File: src/rtl/bus_dma.sv
// bus_dma: single-channel memory-to-memory copy engine mastering one port of the shared bus.
// Bus outputs are flopped from the next-state decode, so they behave as Moore outputs of the state.
module bus_dma (
   input  logic        clk,
   input  logic        reset,
   input  logic        start,
   input  logic [7:0]  src_addr,
   input  logic [7:0]  dst_addr,
   input  logic [7:0]  length,
   input  logic        M_grant,
   input  logic [31:0] M_din,
   output logic        M_req,
   output logic        M_wr,
   output logic [7:0]  M_address,
   output logic [31:0] M_dout,
   output logic        busy,
   output logic        done,
   output logic [7:0]  words_done
);

   typedef enum logic [2:0] {
      S_IDLE = 3'd0,
      S_RD   = 3'd1,
      S_CAP  = 3'd2,
      S_WR   = 3'd3,
      S_DONE = 3'd4
   } state_t;

   state_t      state_q, state_d;
   logic [7:0]  src_ptr_q, src_ptr_d;
   logic [7:0]  dst_ptr_q, dst_ptr_d;
   logic [7:0]  remain_q, remain_d;
   logic [7:0]  words_done_q, words_done_d;
   logic [31:0] data_q, data_d;

   logic        m_req_q, m_req_d;
   logic        m_wr_q, m_wr_d;
   logic [7:0]  m_address_q, m_address_d;
   logic [31:0] m_dout_q, m_dout_d;
   logic        busy_q, busy_d;
   logic        done_q, done_d;

   // Next-state and datapath register update.
   always_comb begin
      state_d      = state_q;
      src_ptr_d    = src_ptr_q;
      dst_ptr_d    = dst_ptr_q;
      remain_d     = remain_q;
      words_done_d = words_done_q;
      data_d       = data_q;
      case (state_q)
         S_IDLE: begin
            if (start) begin
               src_ptr_d    = src_addr;
               dst_ptr_d    = dst_addr;
               remain_d     = length;
               words_done_d = 8'd0;
               state_d      = (length == 8'd0) ? S_DONE : S_RD;
            end else begin
               state_d = S_IDLE;
            end
         end
         S_RD: begin
            if (M_grant) begin
               state_d = S_CAP;
            end else begin
               state_d = S_RD;
            end
         end
         S_CAP: begin
            // Read data arrives one cycle after the granted address cycle, regardless of grant now.
            data_d    = M_din;
            src_ptr_d = src_ptr_q + 8'd1;
            state_d   = S_WR;
         end
         S_WR: begin
            if (M_grant) begin
               dst_ptr_d    = dst_ptr_q + 8'd1;
               remain_d     = (remain_q != 8'd0) ? (remain_q - 8'd1) : 8'd0;
               words_done_d = words_done_q + 8'd1;
               state_d      = (remain_q <= 8'd1) ? S_DONE : S_RD;
            end else begin
               state_d = S_WR;
            end
         end
         S_DONE: begin
            state_d = S_IDLE;
         end
         default: begin
            state_d = S_IDLE;
         end
      endcase
   end

   // Output decode from the upcoming state so the flopped outputs match that state.
   always_comb begin
      m_req_d     = 1'b0;
      m_wr_d      = 1'b0;
      m_address_d = 8'd0;
      m_dout_d    = 32'd0;
      busy_d      = 1'b0;
      done_d      = 1'b0;
      case (state_d)
         S_RD, S_CAP: begin
            m_req_d     = 1'b1;
            m_address_d = src_ptr_d;
            busy_d      = 1'b1;
         end
         S_WR: begin
            m_req_d     = 1'b1;
            m_wr_d      = 1'b1;
            m_address_d = dst_ptr_d;
            m_dout_d    = data_d;
            busy_d      = 1'b1;
         end
         S_DONE: begin
            done_d = 1'b1;
         end
         default: begin
            m_req_d = 1'b0;
         end
      endcase
   end

   // State, datapath and output registers.
   always_ff @(posedge clk or posedge reset) begin
      if (reset) begin
         state_q      <= S_IDLE;
         src_ptr_q    <= 8'd0;
         dst_ptr_q    <= 8'd0;
         remain_q     <= 8'd0;
         words_done_q <= 8'd0;
         data_q       <= 32'd0;
         m_req_q      <= 1'b0;
         m_wr_q       <= 1'b0;
         m_address_q  <= 8'd0;
         m_dout_q     <= 32'd0;
         busy_q       <= 1'b0;
         done_q       <= 1'b0;
      end else begin
         state_q      <= state_d;
         src_ptr_q    <= src_ptr_d;
         dst_ptr_q    <= dst_ptr_d;
         remain_q     <= remain_d;
         words_done_q <= words_done_d;
         data_q       <= data_d;
         m_req_q      <= m_req_d;
         m_wr_q       <= m_wr_d;
         m_address_q  <= m_address_d;
         m_dout_q     <= m_dout_d;
         busy_q       <= busy_d;
         done_q       <= done_d;
      end
   end

   assign M_req      = m_req_q;
   assign M_wr       = m_wr_q;
   assign M_address  = m_address_q;
   assign M_dout     = m_dout_q;
   assign busy       = busy_q;
   assign done       = done_q;
   assign words_done = words_done_q;

endmodule
File: config.mk
export PLATFORM = sky130hd
export DESIGN_NAME = bus_dma
export DESIGN_NICKNAME = d
export VERILOG_FILES = /design/src/rtl/bus_dma.sv
export SDC_FILE = /design/constraint.sdc
export NUM_CORES = 1
export LEC_CHECK = 0
export BUFFER_PORTS_ARGS = -buffer_cell sky130_fd_sc_hd__buf_4
export CAP_MARGIN = 20
export CORE_MARGIN = 5
export CORE_UTILIZATION = 40
export CTS_CLUSTER_SIZE = 40
export DETAILED_ROUTE_END_ITERATION = 16
export HOLD_SLACK_MARGIN = 0.03
export PLACE_DENSITY_LB_ADDON = 0.08
export SYNTH_ARGS = -nofsm -noshare
export SYNTH_HDL_FRONTEND = slang
export SYNTH_SLANG_ARGS = --single-unit
File: constraint.sdc
create_clock -name clk -period 3.9 [get_ports clk]
set_input_delay 0.195 -clock clk [delete_from_list [all_inputs] [get_ports clk]]
set_output_delay 0.195 -clock clk [all_outputs]
set_load 0.02 [all_outputs]
==> reports/summary.txt <==
Clock Latency Late Sink -> 0.35 ns
Gates resized, CTS repair -> 0
CTS Hold Bufs -> 0
floorplan die width -> 121 µm
most frequent cells in the layout -> buf_4 (114), dfrtp_1 (110), and2_1 (33)
Util after Layout -> 51.7%
vias per cell -> 5.29
max-slew violation count -> 0
Critical Path Start Type -> register
Reg clk slew, reported paths -> 0.07 ns
Synth Area in Adders -> 1.53%
busiest layer in global routing -> met2
post-synthesis net count -> 477
Setup CP Type -> reg -> reg
max cap viols -> 0
synthesized instance count -> 411
WHS -> 0.0460 ns
P_leak -> 2.87 nW
Power Dens Cells -> 865 mW/mm²
Critical path origin -> state_q[1]
Die Y -> 121 µm
CP Capture Type -> register
clock tree from TritonCTS -> yes
grt met1 use -> 22.6%
asr flop ratio synth -> 100%
Final setup viols -> 0
I/O pin cnt -> 112
sequential share of the synthesized area -> 56.3%
Antenna Nets Post-Route -> 0
Clock Tree Root -> clkbuf_16
Crit Path Max Fanout -> 23
DR pass1 iterations -> 4
Placed Instance Area -> 0.00584 mm²
Mapped Area -> 0.00489 mm²
GR Util All Layers -> 16.3%
Worst path max stage delay -> 0.78 ns
Compound-Gate Fraction of Synth Area -> 11.6%
Synth Area per Inst -> 11.9 µm²
first-pass GRT wire length -> 18,500 µm
Max clock buf depth -> 2
HPWL Detailed -> 7900 µm
worst vdd ir -> 0.453 mV
core outline area -> 0.0120 mm²
worst slew pin tran -> 0.805 ns
Worst EP arrival -> 2.69 ns
Post-Route WL -> 11,300 µm
clock skew -> 0.00669 ns
synth unique cells -> 70
number of synthesized register bits -> 110
number of DRC markers in iteration 0 -> 229
Initial Utilization -> 40.7%
Final period util -> 62.8%
total grt overflow -> 0
initial antenna violation count -> 0
worst r2r src -> state_q[1]
# DRC -> 0
mux contribution to synthesized area -> 8.18%
H-tree levels -> 3
Num CTS Buffers -> 9
DR WL/cell -> 17.0 µm
area grow syn2layout -> 27.0%
share of layout cells above drive strength 1 -> 33.5%
post-synth top area share -> 56.3%
slew margin rel. -> 46.1%
met3 Use GR -> 4.96%
Synth Warn # -> 0
Post-synth EDFFs -> 0
Yosys top cell by area -> dfrtp_1
port bufs -> 111
Clock Sinks -> 110
top cells by area, synth -> dfrtp_1 (56%), mux2_2 (5.3%), and2_1 (4.2%)
Rows -> 40
main combinational cell family by area after synthesis -> simple AND/OR/NAND/NOR gates
vias in the first global route -> 3,502
setup_tns -> 0 ns
met2 Use GR -> 24.6%
status -> finished clean
vias -> 3,527
CP max-delay cell -> dfrtp_1
post-layout min period -> 2.45 ns
commonest non-fill, non-tap cell in the layout -> buf_4
ys flop type -> dfrtp_1
Hold Startpoint -> dst_addr[7]
CP required -> 4.14 ns
worst path cell trace -> nor3b_4, buf_12, mux2_2, and2_1
die area -> 0.0145 mm²
Final GP Congestion -> 0.840
Layout Nets -> 581
final hold vios -> 0
RSZ-0062 raised after global routing -> no
Synth Area in XOR/XNOR -> 1.25%
largest net degree at the start of global routing -> 84
cell area after layout -> 0.00621 mm²
Hold Path Class -> in -> reg
Simple-Gate Fraction of Synth Area -> 18.1%
Diodes inserted -> 0
fmax -> 409 MHz
setup bufs post-CTS -> 0
==> power breakdown <==
part           leakage (nW)  switching [W]  internal (W)
sequential             1.37       0.000351       0.00168
combinational          1.33        0.00125       0.00107
clock                 0.167       0.000434      0.000593
==> layer usage <==
layer  vias up  part of all wire, %
met5         -                    0
met4         0                  1.3
met3        12                  6.4
met2       128                   46
met1      1691                   46
li1       1696                    -
==> through the flow <==
| stage | worst slack [ns] | total power, W | cells |
|---|---|---|---|
| after detailed placement | 1.44 | 0.00438 | 649 |
| final | 1.45 | 0.00537 | 667 |
| after global routing | 1.25 | 0.00574 | 667 |
| after global placement | 1.48 | 0.00434 | 649 |
| after CTS | 1.43 | 0.00543 | 665 |
| after floorplan | 0.803 | 0.00357 | 411 |
==> flip-flops by register name, indices dropped and copies added (netlist names) <==
register	flops
busy	1
data_q	32
remain_q	8
done	1
dst_ptr_q	8
words_done	8
M_address	8
M_wr	1
state_q	3
M_dout	32
src_ptr_q	8
==> cell families (layout without fill, tap and decap cells) <==
logic type      count (synthesis)  in the layout
simple gates                  144            144
flops                         110            110
compound gates                 76             76
mux                            36             36
buf+inv                        32            141
xor+xnor                        7              7
fa+ha+maj                       6              6
==> cell usage after synthesis (3+ instances only) <==
master    instances
a211oi_1          3
a211oi_2          3
a21oi_1           6
a22o_1            3
a31oi_1           6
and2_1           33
and3_1            3
buf_2             8
clkbuf_1         11
dfrtp_1         110
ha_1              6
inv_1             8
mux2_1            9
mux2_2           23
mux2i_1           4
nand2_1          23
nand2b_1          5
nand3_1          11
nand4_1           8
nor2_1           17
nor2b_1           3
nor4_1            3
nor4b_1           5
o211ai_1          7
o21ai_0          18
or3_1             4
xnor2_1           4
xor2_1            3
==> final cells by class <==
type / count / area (µm²)
Clock buffer: 10 / 239
Clock inverter: 6 / 100
Fill cell: 1069 / 5800
Inverter: 8 / 32.5
Multi-Input combinational cell: 269 / 1990
Sequential cell: 110 / 2750
Tap cell: 147 / 184
Timing Repair Buffer: 117 / 913
==> worst max-delay path: cells and delay by family, from the launching register on <==
| family | cells | cell delay (ns) |
|---|---|---|
| buffers and inverters | 1 | 0.27 |
| and+or+nand+nor | 2 | 0.92 |
| DFF | 1 | 0.78 |
| muxes | 1 | 0.36 |
==> path summary, 6_finish.rpt <==
path                                  to  slack, ns  cells past startpoint
hold reg to reg               data_q[23]       0.48                      1
min in group asynchronous  words_done[6]       0.44                      3
hold / removal              dst_ptr_q[7]       0.05                      3
setup reg to reg              M_dout[16]       1.45                      4
setup / recovery              M_dout[16]       1.45                      4
max in group asynchronous   dst_ptr_q[5]       2.43                      5
Power figures use the tool's default switching activity.
